<file path="src/rtl/lsu_mem_stage.sv">
// lsu_mem_stage
// Load/store unit for the M stage of the 5-stage RISC-V pipeline. It takes
// the EX/MEM memory request, checks size and alignment, and drives one
// access on a variable-latency data bus with a ready/rvalid handshake. It
// returns extended load data for MEM/WB and stalls the pipeline while the
// access is in flight.
//
// Ports
//   clk, reset            pipeline clock, synchronous active-high reset
//   MemWriteM, MemReadM   store / load present in M (both high = store)
//   Funct3M               RV32I load/store funct3 (size and sign)
//   ALUResultM            byte address
//   WriteDataM            store data, low bits significant
//   ReadDataM             extended load data, valid in DONE, 0 otherwise
//   StallM                freeze F/D/E/M while the access is outstanding
//   MisalignedM           1-cycle pulse: misaligned address or illegal funct3
//   BusErrM               1-cycle pulse: bus timeout abort
//   mem_*                 registered bus request (word address, byte
//                         enables, lane-replicated write data) and bus
//                         ready/rvalid/rdata responses
module lsu_mem_stage #(
   parameter int TIMEOUT = 255
) (
   input  logic        clk,
   input  logic        reset,
   input  logic        MemWriteM,
   input  logic        MemReadM,
   input  logic [2:0]  Funct3M,
   input  logic [31:0] ALUResultM,
   input  logic [31:0] WriteDataM,
   output logic [31:0] ReadDataM,
   output logic        StallM,
   output logic        MisalignedM,
   output logic        BusErrM,
   output logic        mem_req,
   output logic        mem_we,
   output logic [31:0] mem_addr,
   output logic [31:0] mem_wdata,
   output logic [3:0]  mem_be,
   input  logic        mem_ready,
   input  logic        mem_rvalid,
   input  logic [31:0] mem_rdata
);

   typedef enum logic [1:0] {IDLE, REQ, WAIT, DONE} state_t;

   state_t      state, stateNext;
   logic [7:0]  waitCnt;
   logic [1:0]  offsetQ;
   logic [2:0]  funct3Q;
   logic [31:0] rdataQ;

   logic        accessPresent, legal, aligned, legalAligned;
   logic        timeoutHit, abort;
   logic [3:0]  beNext;
   logic [31:0] wdataNext;
   logic [7:0]  selByte;
   logic [15:0] selHalf;

   assign accessPresent = MemReadM | MemWriteM;
   assign legalAligned  = legal & aligned;
   assign timeoutHit    = (waitCnt == 8'(TIMEOUT - 1));

   // Size/sign decode. Stores (including read+write together) only accept
   // the three unsigned-agnostic sizes; the U-variants are load-only.
   // NOTE: every signal written in always_comb gets a default first so no
   // path leaves it unassigned, which would otherwise infer a latch.
   always_comb begin
      legal   = 1'b0;
      aligned = 1'b0;
      case (Funct3M)
         3'b000: begin legal = 1'b1;       aligned = 1'b1;                      end
         3'b001: begin legal = 1'b1;       aligned = ~ALUResultM[0];            end
         3'b010: begin legal = 1'b1;       aligned = (ALUResultM[1:0] == 2'b00); end
         3'b100: begin legal = ~MemWriteM; aligned = 1'b1;                      end
         3'b101: begin legal = ~MemWriteM; aligned = ~ALUResultM[0];            end
         default: ;
      endcase
   end

   // Lane steering: data is replicated across the word so the byte enables
   // alone pick the lanes the memory writes.
   always_comb begin
      case (Funct3M[1:0])
         2'b00: begin
            beNext    = 4'b0001 << ALUResultM[1:0];
            wdataNext = {4{WriteDataM[7:0]}};
         end
         2'b01: begin
            beNext    = ALUResultM[1] ? 4'b1100 : 4'b0011;
            wdataNext = {2{WriteDataM[15:0]}};
         end
         default: begin
            beNext    = 4'b1111;
            wdataNext = WriteDataM;
         end
      endcase
   end

   // An abort only happens if the handshake we are waiting on did not
   // arrive in the cycle the counter reaches its limit; completion wins.
   always_comb begin
      stateNext = state;
      abort     = 1'b0;
      case (state)
         IDLE: if (accessPresent && legalAligned) stateNext = REQ;
         REQ: begin
            if (mem_ready)       stateNext = mem_we ? DONE : WAIT;
            else if (timeoutHit) begin stateNext = DONE; abort = 1'b1; end
         end
         WAIT: begin
            if (mem_rvalid)      stateNext = DONE;
            else if (timeoutHit) begin stateNext = DONE; abort = 1'b1; end
         end
         DONE: stateNext = IDLE;
         default: stateNext = IDLE;
      endcase
   end

   assign StallM      = ~reset & accessPresent & legalAligned & (state != DONE);
   assign MisalignedM = ~reset & accessPresent & ~legalAligned & (state == IDLE);
   assign BusErrM     = ~reset & abort;

   // NOTE: sequential state uses non-blocking assignments so every register
   // samples the pre-edge values regardless of statement order.
   always_ff @(posedge clk) begin
      if (reset) begin
         state     <= IDLE;
         mem_req   <= 1'b0;
         mem_we    <= 1'b0;
         mem_addr  <= '0;
         mem_wdata <= '0;
         mem_be    <= '0;
         offsetQ   <= '0;
         funct3Q   <= '0;
         rdataQ    <= '0;
         waitCnt   <= '0;
      end else begin
         state <= stateNext;
         case (state)
            IDLE: begin
               if (stateNext == REQ) begin
                  mem_req   <= 1'b1;
                  mem_we    <= MemWriteM;
                  mem_addr  <= {ALUResultM[31:2], 2'b00};
                  mem_wdata <= wdataNext;
                  mem_be    <= beNext;
                  offsetQ   <= ALUResultM[1:0];
                  funct3Q   <= Funct3M;
                  rdataQ    <= '0;  // stores and aborts return zero
                  waitCnt   <= '0;
               end
            end
            REQ: begin
               waitCnt <= waitCnt + 8'd1;
               if (stateNext != REQ) mem_req <= 1'b0;
            end
            WAIT: begin
               waitCnt <= waitCnt + 8'd1;
               if (mem_rvalid)      rdataQ <= mem_rdata;
               else if (timeoutHit) rdataQ <= '0;
            end
            default: ;
         endcase
      end
   end

   // Load extension from the captured word; only driven in DONE.
   assign selByte = rdataQ[8*offsetQ +: 8];
   assign selHalf = offsetQ[1] ? rdataQ[31:16] : rdataQ[15:0];

   always_comb begin
      ReadDataM = '0;
      if (!reset && state == DONE) begin
         case (funct3Q)
            3'b000:  ReadDataM = {{24{selByte[7]}}, selByte};
            3'b100:  ReadDataM = {24'h0, selByte};
            3'b001:  ReadDataM = {{16{selHalf[15]}}, selHalf};
            3'b101:  ReadDataM = {16'h0, selHalf};
            default: ReadDataM = rdataQ;
         endcase
      end
   end

endmodule
</file>
<file path="config.mk">
export PLATFORM = sky130hd
export DESIGN_NAME = lsu_mem_stage
export DESIGN_NICKNAME = d
export VERILOG_FILES = /design/src/rtl/lsu_mem_stage.sv
export SDC_FILE = /design/constraint.sdc
export NUM_CORES = 1
export LEC_CHECK = 0
export ABC_AREA = 1
export BUFFER_PORTS_ARGS = -buffer_cell sky130_fd_sc_hd__buf_4
export CAP_MARGIN = 0
export CORE_ASPECT_RATIO = 2
export CORE_MARGIN = 2
export CORE_UTILIZATION = 54
export CTS_CLUSTER_DIAMETER = 80
export DETAILED_ROUTE_END_ITERATION = 7
export GPL_TIMING_DRIVEN = 0
export MAX_ROUTING_LAYER = met4
export PLACE_DENSITY = 0.84
export SLEW_MARGIN = 0
export SYNTH_ARGS = -nofsm -noshare
export SYNTH_HDL_FRONTEND = slang
export SYNTH_SLANG_ARGS = --single-unit
</file>
<file path="constraint.sdc">
create_clock -name clk -period 3.7 [get_ports clk]
set_input_delay 0.555 -clock clk [delete_from_list [all_inputs] [get_ports clk]]
set_output_delay 0.555 -clock clk [all_outputs]
set_load 0.02 [all_outputs]
</file>
# == Yosys cells after proc, flatten, opt, wreduce, memory -nomap -nowiden ==
# Cells that the tools add are included.
# word_totals
regBits,115
in_bits,105
out_inout_bits,105
wordCells,90
# op_classes
add_sub_neg,1
eq_ne,18
n_shift,2
mux,27
bitwise,12
n_reduce_logical,20
# ops
operator,count
$mux W32,4
$pmux W32 S2,2
$pmux W32 S4,1
$shiftx A32 B6 Y8,1
$mux W16,1
$pmux W8 S2,1
$eq A3 B3 Y1 const B,4
$add A8 B1 Y8 const B,1
$eq A8 B8 Y1 const B,1
$mux W2,4
$mux W8,1
$pmux W2 S4,1
$pmux W4 S2,1
$reduce_or A2 Y1,4
$and A1 B1 Y1,7
$eq A2 B1 Y1 const B,3
$eq A3 B1 Y1 const B,2
$logic_not A2 Y1,3
$logic_not A3 Y1,2
$mux W1,6
$pmux W1 S2,3
$reduce_and A3 Y1,2
$reduce_bool A2 Y1,3
$eq A2 B2 Y1 const B,2
13 further kinds,20

# == Depth between registers and ports, before layout ==
# Gate-level depths: netlist of the first run.
# depth
word_depth,10
mapped_depth,16
ltp_nobuf,15

# == Least setup slack after synthesis of the first run ==
# Ideal clock, no wire load.
# synth_timing
kind,input to output
start,input port reset
end,output port ReadDataM[5]
arrival_time_ps,1898
required_time_ps,3145
slack_ps,1247
path_stages,7
path_buffers,2
path_cell_list,clkbuf_1 -> clkinv_1 -> nand2_1 -> inv_1 -> clkbuf_1 -> o21ai_0 -> a221oi_1
# synth_via
elab_chain_len,3
# synth_rtl
element,line_no,source
start: declaration,25,"input logic reset,"
$logic_not A1 Y1,174,if (!reset && state == DONE) begin
$logic_and A1 B1 Y1,174,
$mux W32,174,
end: declaration,31,"output logic [31:0] ReadDataM,"
# No other way between the ends.

# == Final worst setup path of the first run ==
# layout_timing
start,register state[1]
end,output port ReadDataM[5]
# layout_via
elab_chain_len,3
# layout_rtl
element,line_no,source
start: declaration,47,"state_t state, stateNext;"
start signal: assignment,139,state <= stateNext;
$eq A2 B2 Y1,174,
$logic_and A1 B1 Y1,174,
$mux W32,174,
# No other way between the ends.

==> results of run 1 <==
[worst max-delay path: stages (launching register included)]
cell and delay (ns):
dfxtp_1 0.41, ha_1 0.21, nand2_1 0.09, inv_1 0.15, clkbuf_1 0.43, o21ai_0 0.18
a221oi_1 0.24, buf_4 0.19
[power groups by stage]
stage | registers [mW] | clock network, mW | logic, mW
detailed placement | 1.96 | 0 | 4.05
CTS | 1.94 | 1.73 | 4.09
finish | 1.95 | 1.73 | 4.10
global placement | 1.95 | 0 | 3.98
global route | 1.99 | 1.80 | 4.49
floorplan | 2.21 | 0 | 2.49
[stage by stage]
stage / instances / instance area [um^2]
2_1_floorplan: 871 / 5820
3_3_place_gp: 1214 / 7540
3_5_place_dp: 1214 / 7540
4_1_cts: 1246 / 8160
5_1_grt: 1246 / 8160
6_report: 1246 / 8160
[cell type report]
type / instances / area, um^2 / area share [%]
Buffer: 59 / 333 / 4.08
Clock buffer: 17 / 425 / 5.22
Sequential cell: 115 / 2300 / 28.2
Inverter: 54 / 205 / 2.52
Multi-Input combinational cell: 643 / 2980 / 36.5
Timing Repair Buffer: 206 / 1550 / 19.0
Clock inverter: 15 / 191 / 2.35
Tap cell: 137 / 171 / 2.10
[layer usage]
layer / vias to the layer above / track usage (%) / share of wire, %
li1: 3290 / - / -
met1: 3027 / 31.5 / 34
met2: 266 / 64.7 / 55
met3: 71 / 6.91 / 5.6
met4: 0 / 21.2 / 5.7
met5: - / - / 0
[flip-flops by register name, indices dropped and copies added, names as in the netlist, 2 cells and up]
register and cells:
mem_wdata 32, rdataQ 32, mem_addr 30, waitCnt 8
mem_be 4, funct3Q 3, offsetQ 2, state 2
[cell usage in the layout, fill, tap and decap left out, types with 3 or more instances in the layout]
master     instances
o211ai_1          25
a221oi_1           5
buf_6              9
clkbuf_1          33
dfxtp_1          115
nand3_1           56
bufinv_16          3
buf_4            215
inv_1             49
nor2_1           102
o21ai_0           26
clkbuf_16         17
buf_2              7
nand2_1          278
ha_1               6
mux2i_1            7
a21oi_1          114
inv_6              8
[worst paths after layout]
kind / end / slack, ns
hold reg to reg: mem_wdata[20] / 0.46
setup / recovery: ReadDataM[5] / 0.81
hold / removal: mem_addr[14] / 0.39
setup reg to reg: rdataQ[25] / 1.39
[Yosys cell counts (all sizes together)]
library cell / instances
clkbuf: 34
a21o: 1
xor2: 2
nand2: 281
inv: 52
nor3: 1
dfxtp: 115
a221oi: 5
mux2i: 7
conb: 1
o221ai: 1
a31oi: 1
o311ai: 2
or2: 2
o211ai: 25
mux2: 1
nand3: 57
buf: 25
ha: 6
o21ai: 26
clkinv: 2
a21oi: 115
a211oi: 1
o22ai: 1
xnor2: 2
a32o: 1
nor2: 103
[logic make-up (layout without fill, tap and decap cells)]
group	Yosys count	after routing	share of synthesized area, %
simple gates	444	444	30.5
compound gates	179	179	17.3
flops	115	115	39.6
buf+inv	113	351	9.25
mux	8	8	1.40
fa+ha+maj	6	6	1.29
xor+xnor	4	4	0.602
other cells	1	2	0.0645
==> results.ini, run 1 <==
[run_status]
status=finished, final reports clean

[critical_path]
critPathRequiredTime_ns=3.14
critical_path.reg2reg.startpoint=state[0]
timing.setup.critical_path_class=reg -> out
worstPathMaxFanout=10
startpoint_type=flip-flop
worstRegToRegCells=9
setup.worst_path.start=state[1]
critical_path.endpoint_type=output pin
worst_ep_arrival_time_ns=2.33

[clocking]
post-cts-setup-buffers=0
htreeDepth=4
postCtsResizedCells=0
postCtsHoldBufs=0
worst_case_clock_buffer_depth=2
ctsRootBufferMaster=clkbuf_16
clk_transition_reported_paths_ns=0.06
cts_num_sinks=115
clk_latency_ns=0.42
cts_tree=built
numCtsBuffers=17

[power]
vdd.ir_drop.worst_mv=0.614
leakage_power_of_the_design_nw=3.81
power_frac_comb_pct=52.7
clkPwrFrac_pct=22.2
power_switching_mw=3.53
power.density_cell_area_nw_per_um2=954
swShare_pct=45.4
p_seq_share_pct=25.1
cell_internal_pwr_mw=4.25
design_power_total_mw=7.78

[routing]
route.detailed.drc=0
via_per_inst=5.34
detail-route-antenna-nets=0
violation_count_after_the_first_detailed_routing_iteration=297
routed_wire_length_per_instance_um=15.8
wl_um=19700
detail_route.first_pass.iterations=5
num_vias=6654

[sta]
unrepaired_setup_endpoints_after_global_routing=no
period_needed_ns=2.89
finClkSkew_ns=0.00932
max_freq_mhz=346
maxSlewHeadroom_pct=57.4
period_share_pct=78.1
setup_viol=0
final-max-slew-violation-count=0
holdWs_ns=0.386
worst_pin_slew_ns=0.639
tns_ns=0
post-route-worst-setup-slack_ns=0.812
finalHoldViolCount=0

[floorplan]
core_um2=10500
die_height_um=151
die_w_um=77.4
placement_rows=53
floorplan.die_area_um2=11700
initial_util_pct=55.5
num_io_pins=210

[finish]
flow.area_growth_from_synthesis_pct=40.2
layout-drive-gt1-share_pct=24.9
antennaDiodeCount=0
fillCellCount=873
end_of_flow_core_utilization_pct=77.8
fin_nets=1207

[synthesis]
netlist_top_cells_area=dfxtp_1 (40%), nand2_1 (18%), a21oi_1 (9.8%)
synthCells=870
synth.ff_latch_count=115
yosysTopAreaCell=dfxtp_1
synth_seq_area_share_pct=39.6
ys.warnings.count=0
average_cell_area_after_synthesis_um2=6.69
share_of_yosys_cell_area_claimed_by_the_top_area_cell_type_pct=39.6
synth_cell_type_count=37
synth_area_um2=5820

[hold_path]
holdCritStartpoint=ALUResultM[14]
hp-class=in -> reg
timing.hold.worst_path_depth=3

[grt]
grt_pass1_wl_um=30600
grt_max_degree=17
first_global_vias=6443
grt_overflow_total=0
grt_antenna_before_repair=0
gr-usage-all-layers_pct=34.6

[placed_design]
preCtsSetupSlack_ns=1.01
gpl.final_weighted_congestion=0.921
place.detailed.hpwl_um=14900
buffer_ports.inserted=206

[run]
max-cap-violations=0

(Power assumes the default switching activity.)
==> run 2: changes to the inputs <==
--- a/config.mk
+++ b/config.mk
@@ -10,12 +10,12 @@
 export CAP_MARGIN = 0
 export CORE_ASPECT_RATIO = 2
 export CORE_MARGIN = 2
-export CORE_UTILIZATION = 54
+export CORE_UTILIZATION = 50
 export CTS_CLUSTER_DIAMETER = 80
 export DETAILED_ROUTE_END_ITERATION = 7
 export GPL_TIMING_DRIVEN = 0
 export MAX_ROUTING_LAYER = met4
-export PLACE_DENSITY = 0.84
+export PLACE_DENSITY = 0.78
 export SLEW_MARGIN = 0
 export SYNTH_ARGS = -nofsm -noshare
 export SYNTH_HDL_FRONTEND = slang
==> constraint.sdc (replaced) <==
create_clock -name clk -period 2.9 [get_ports clk]
set_input_delay 0.435 -clock clk [delete_from_list [all_inputs] [get_ports clk]]
set_output_delay 0.435 -clock clk [all_outputs]
set_load 0.02 [all_outputs]
==> results.ini, run 2 (same netlist as run 1, synthesis figures left out) <==
[routing]
detail_route.first_pass.iterations=5
violation_count_after_the_first_detailed_routing_iteration=301
wl_um=19800
detail-route-antenna-nets=0
route.detailed.drc=0
num_vias=6634
routed_wire_length_per_instance_um=15.8
via_per_inst=5.29

[grt]
grt_antenna_before_repair=0
grt_max_degree=17
grt_pass1_wl_um=31300
globalRouteMet3Util_pct=7.73
gr-usage-all-layers_pct=33.5
grt_overflow_total=0
grt_most_used_layer=met2
use_met2_pct=57.9
first_global_vias=6338
globalRouteMet1Util_pct=32.5

[hold_path]
hp-class=in -> reg
timing.hold.worst_path_depth=3
holdCritStartpoint=ALUResultM[10]
whs_endpoint=mem_addr[10]

[floorplan]
core_um2=11400
placement_rows=55
die_height_um=157
initial_util_pct=51.2
num_io_pins=210
floorplan.die_area_um2=12600
die_w_um=80.3

[power]
power.density_cell_area_nw_per_um2=1210
power_frac_comb_pct=52.6
p_seq_share_pct=25.2
power_switching_mw=4.47
clkPwrFrac_pct=22.2
design_power_total_mw=9.90
swShare_pct=45.2
vdd.ir_drop.worst_mv=0.751
leakage_power_of_the_design_nw=3.82
cell_internal_pwr_mw=5.43

[critical_path]
crit_slowest_cell=nor2_1
critical_path.reg2reg.startpoint=state[0]
worst_path_most_repeated_cell=inv_1
worst_ep_arrival_time_ns=2.33
timing.setup.critical_path_class=reg -> out
critical_path_buf_inv_count=3
worstPathMaxFanout=9
timing.critical_path.max_delay_family=buffers and inverters
worstRegToRegCells=14
critPathRequiredTime_ns=2.47
timing.critical_path.slowest_cell_delay_ns=0.38
critical_path.endpoint_type=output pin
crit_chain=inv_1 > nand2_1 > nor2_1 > inv_1 > a32o_1 > a211oi_1 > buf_4
startpoint_type=flip-flop
timing.reg2reg.setup_slack_ns=0.62
rr_endpoint=rdataQ[0]

[placed_design]
gpl.final_weighted_congestion=0.933
buffer_ports.inserted=206
dp.cells=1219
preCtsSetupSlack_ns=0.430
place.detailed.hpwl_um=15000

[sta]
maxSlewHeadroom_pct=59.7
period_needed_ns=2.76
finClkSkew_ns=0.00949
finalHoldViolCount=0
worst_pin_slew_ns=0.605
max_freq_mhz=362
final-max-slew-violation-count=0
setup_viol=0
holdWs_ns=0.264
period_share_pct=95.3
post-route-worst-setup-slack_ns=0.137

[clocking]
clk_latency_ns=0.42
postCtsHoldBufs=0
cts_tree=built
cts_num_sinks=115
ctsRootBufferMaster=clkbuf_16
worst_case_clock_buffer_depth=2
numCtsBuffers=17
clk_transition_reported_paths_ns=0.06
htreeDepth=4

[finish]
fin_nets=1209
fillCellCount=988
mostFrequentLayoutCells=nand2_1 (278), buf_4 (217), dfxtp_1 (115), a21oi_1 (114), nor2_1 (102)
flow.area_growth_from_synthesis_pct=40.6
antennaDiodeCount=0
mostFrequentLayoutCell=nand2_1
instances_no_fill=1253
reg_top3=mem_wdata x32, rdataQ x32, mem_addr x30
layout-drive-gt1-share_pct=25.1
end_of_flow_core_utilization_pct=72.0

[run_status]
status=finished, final reports clean

[run]
max-cap-violations=0

run 2: changes by cell type in the layout (fill, tap and decap cells not counted), sizes merged:
| cell | previous run | this run |
|---|---|---|
| buf | 231 | 232 |
| clkbuf | 51 | 53 |
| clkinv | 3 | 7 |
| inv | 61 | 56 |
run 2: worst max path at each step:
stage               start             to  slack (ns)  cells after the start
2_1_floorplan       reset   ReadDataM[5]        0.69                      7
3_3_place_gp        reset   ReadDataM[5]        0.45                      8
3_5_place_dp        reset   ReadDataM[5]        0.43                      8
4_1_cts        offsetQ[1]  ReadDataM[22]        0.11                     10
5_1_grt        offsetQ[1]  ReadDataM[22]      -0.009                     12
6_report       funct3Q[0]   ReadDataM[0]        0.14                      7
run 2: layout make-up:
type | instances | area [um^2] | area share (%)
multi-input combinational | 643 | 2980 | 36.4
sequential | 115 | 2300 | 28.1
timing repair buffer | 208 | 1560 | 19.1
clock buffer | 18 | 439 | 5.37
buffer | 59 | 337 | 4.12
inverter | 54 | 205 | 2.51
tap | 142 | 178 | 2.17
clock inverter | 14 | 176 | 2.16
run 2: power groups by stage:
stage,combinational [mW],sequential (mW),clock (mW)
after floorplan,3.18,2.82,0
after global placement,5.12,2.49,0
after detailed placement,5.16,2.50,0
after CTS,5.19,2.48,2.20
after global routing,5.75,2.55,2.27
final,5.21,2.50,2.19
run 2: timing repair:
item	CTS	global route
setup buffers	0	2
gates resized for setup	0	4
setup endpoints to repair	0	11
run 2: per-stage QoR:
step / TNS, ns / cell area [um^2]
2_1_floorplan: 0 / 5820
3_3_place_gp: 0 / 7540
3_5_place_dp: 0 / 7540
4_1_cts: 0 / 8160
5_1_grt: -0.0227 / 8180
6_report: 0 / 8180
run 2: worst reg2reg max path, stage by stage, from the launching register on:
cell and delay, ns:
dfxtp_1 0.38, inv_1 0.10, ha_1 0.20, clkbuf_2 0.18
inv_1 0.17, nand2_1 0.07, a31oi_1 0.14, nand2_1 0.08
nand2_1 0.11, inv_2 0.06, nand2_1 0.12, nand2_4 0.12
buf_4 0.20, a21oi_1 0.16, nor2_1 0.07
run 2: routing by layer:
| layer | part of all wire (%) | wire length [um] |
|---|---|---|
| met4 | 6.9 | 1360 |
| met2 | 53 | 10500 |
| met5 | 0 | 0 |
| met1 | 34 | 6670 |
| met3 | 6.4 | 1270 |
==> run 3: changes to the inputs <==
--- a/config.mk
+++ b/config.mk
@@ -5,12 +5,12 @@
 export SDC_FILE = /design/constraint.sdc
 export NUM_CORES = 1
 export LEC_CHECK = 0
-export ABC_AREA = 1
+export ABC_AREA = 0
 export BUFFER_PORTS_ARGS = -buffer_cell sky130_fd_sc_hd__buf_4
 export CAP_MARGIN = 0
 export CORE_ASPECT_RATIO = 2
 export CORE_MARGIN = 2
-export CORE_UTILIZATION = 50
+export CORE_UTILIZATION = 49
 export CTS_CLUSTER_DIAMETER = 80
 export DETAILED_ROUTE_END_ITERATION = 7
 export GPL_TIMING_DRIVEN = 0
==> results.ini, run 3 <==
[sta]
finalHoldViolCount=0
finClkSkew_ns=0.00994
unrepaired_setup_endpoints_after_global_routing=no
tns_ns=0
max_freq_mhz=355
setup_viol=0
final-max-slew-violation-count=0
period_share_pct=97.0
period_needed_ns=2.81
maxSlewHeadroom_pct=53.5
worst_pin_slew_ns=0.698

[critical_path]
crit_slowest_cell=mux2_2
worst_ep_arrival_time_ns=2.38
timing.setup.critical_path_class=reg -> out
crit_chain=buf_6 > mux2_2 > or2_2 > a31oi_4 > buf_6 > a21oi_1 > a21oi_1 > nor2_1 > buf_4
critical_path.reg2reg.startpoint=state[1]
rr_endpoint=mem_wdata[31]
startpoint_type=flip-flop
worstRegToRegCells=9
timing.critical_path.slowest_cell_delay_ns=0.36
worstPathMaxFanout=10
critical_path.endpoint_type=output pin
critPathRequiredTime_ns=2.47
timing.reg2reg.setup_slack_ns=0.26

[floorplan]
core_um2=10800
floorplan.die_area_um2=11800
die_w_um=78.0
initial_util_pct=49.6
placement_rows=54
num_io_pins=210
die_height_um=152

[run_status]
status=finished with violations
failed_checks=DRC

[routing]
detail_route.first_pass.iterations=7
num_vias=6022
via_per_inst=5.67
violation_count_after_the_first_detailed_routing_iteration=268
route.detailed.drc=5
wl_um=19100
routed_wire_length_per_instance_um=18.0
detail-route-antenna-nets=0

[synthesis]
postSynth.asyncResetShare_pct=0
synth_area_um2=5360
synth_most_common_cell=nand2_1
ys.warnings.count=0
synth_seq_area_share_pct=42.9
synth-edff-count=0
average_cell_area_after_synthesis_um2=7.86
share_of_yosys_cell_area_claimed_by_the_top_area_cell_type_pct=42.9
synthTopCellsByCount=nand2_1 (137), dfxtp_1 (115), a21oi_1 (88)
ys_dominant_reg_cell=dfxtp_1
synth.ff_latch_count=115
synthCells=682
synth_cell_type_count=50
yosysTopAreaCell=dfxtp_1
netlist_top_cells_area=dfxtp_1 (43%), nand2_1 (9.6%), a21oi_1 (8.2%)

[placed_design]
gpl.final_weighted_congestion=1.04
placed_area_um2=7090
buffer_ports.inserted=206
place.detailed.hpwl_um=14700
dp.cells=1029

[hold_path]
holdCritStartpoint=mem_rdata[28]
hp-class=in -> reg
whs_endpoint=rdataQ[28]
timing.hold.worst_path_depth=3

[run]
max-cap-violations=0

[finish]
layout-drive-gt1-share_pct=29.5
fin_nets=1021
instances_no_fill=1063
layout.area.seq_um2=2300
mostFrequentLayoutCell=buf_4
flow.area_growth_from_synthesis_pct=44.0
reg_top3=mem_wdata x32, rdataQ x32, mem_addr x30
antennaDiodeCount=0
fillCellCount=894
mostFrequentLayoutCells=buf_4 (211), nand2_1 (137), dfxtp_1 (115), a21oi_1 (88), nand3_1 (40)
layout.cell_area.non_filler_um2=7720
multi_input_comb_area_um2=2700

[power]
vdd.ir_drop.worst_mv=0.734
power.density_cell_area_nw_per_um2=1030
leakage_power_of_the_design_nw=3.23

[grt]
first_global_vias=6134
grt_antenna_before_repair=0
grt_max_degree=17
grt_overflow_total=0
grt_pass1_wl_um=29600
gr-usage-all-layers_pct=32.9

[clocking]
ctsRootBufferMaster=clkbuf_16
clk_latency_ns=0.42
htreeDepth=4
cts_tree=built
postCtsHoldBufs=0
clk_transition_reported_paths_ns=0.05
worst_case_clock_buffer_depth=2
cts_num_sinks=115
numCtsBuffers=17

-- run 3: worst max path at each step --
stage / start / endpoint / slack, ns / cells after the start
detailed placement: offsetQ[1] / ReadDataM[28] / 0.12 / 8
global placement: offsetQ[1] / ReadDataM[21] / 0.15 / 8
CTS: offsetQ[1] / ReadDataM[28] / 0.002 / 8
floorplan: offsetQ[1] / ReadDataM[21] / 0.54 / 7
global route: offsetQ[1] / ReadDataM[15] / 0.008 / 9
finish: offsetQ[1] / ReadDataM[15] / 0.09 / 9
-- run 3: layout make-up --
| class | count | share of cell area [%] |
|---|---|---|
| clock inverters | 13 | 2.06 |
| plain buffers | 54 | 3.32 |
| well taps | 140 | 2.27 |
| repair buffers | 208 | 20.3 |
| multi-input cells | 482 | 35.0 |
| clock buffers | 19 | 5.74 |
| flip-flops and latches | 115 | 29.8 |
| inverters | 32 | 1.56 |
-- run 3: repair_timing --
| item | in CTS | in global routing |
|---|---|---|
| setup buffers | 2 | 0 |
| setup endpoints to repair | 16 | 17 |
| pin swaps | 2 | 0 |
| gates resized for setup | 1 | 6 |
-- run 3: power breakdown --
part,internal (mW),switching [mW]
sequential,2.03,0.266
clock,1.37,0.764
combinational,1.26,2.26
-- run 3: per-stage QoR --
step | util (%) | hold slack [ns] | worst slack (ns) | total power [mW]
6_report | 71.4 | 0.233 | 0.0865 | 7.95
5_1_grt | 71.4 | 0.231 | 0.00827 | 8.34
2_1_floorplan | - | 0.439 | 0.540 | 4.41
3_3_place_gp | 65.6 | 0.443 | 0.147 | 5.66
3_5_place_dp | 65.6 | 0.447 | 0.122 | 5.75
4_1_cts | 71.3 | 0.229 | 0.00200 | 7.91
-- run 3: critical path, delay by kind of cell, from the launching register on --
kind                   cells  cell delay (ns)
AOI/OAI and AO/OA          3             0.41
buffers and inverters      3             0.48
DFF                        1             0.32
muxes                      1             0.36
and+or+nand+nor            2             0.37
-- run 3: kinds of logic after synthesis --
logic type                 share of synthesized area [%]
DFF                                                 42.9
other                                             0.0699
AOI/OAI and AO/OA                                   24.8
buffers and inverters                               6.79
and+or+nand+nor                                     20.7
muxes                                               3.38
adders and majority gates                           1.40
-- run 3: metal layers --
layer  vias to the layer above  share of wire (%)  track usage, %
li1                       2846                  -               -
met1                      2778                 33            30.2
met2                       309                 54            60.0
met3                        89                6.7            6.65
met4                         0                6.6            20.7
met5                         -                  0               -
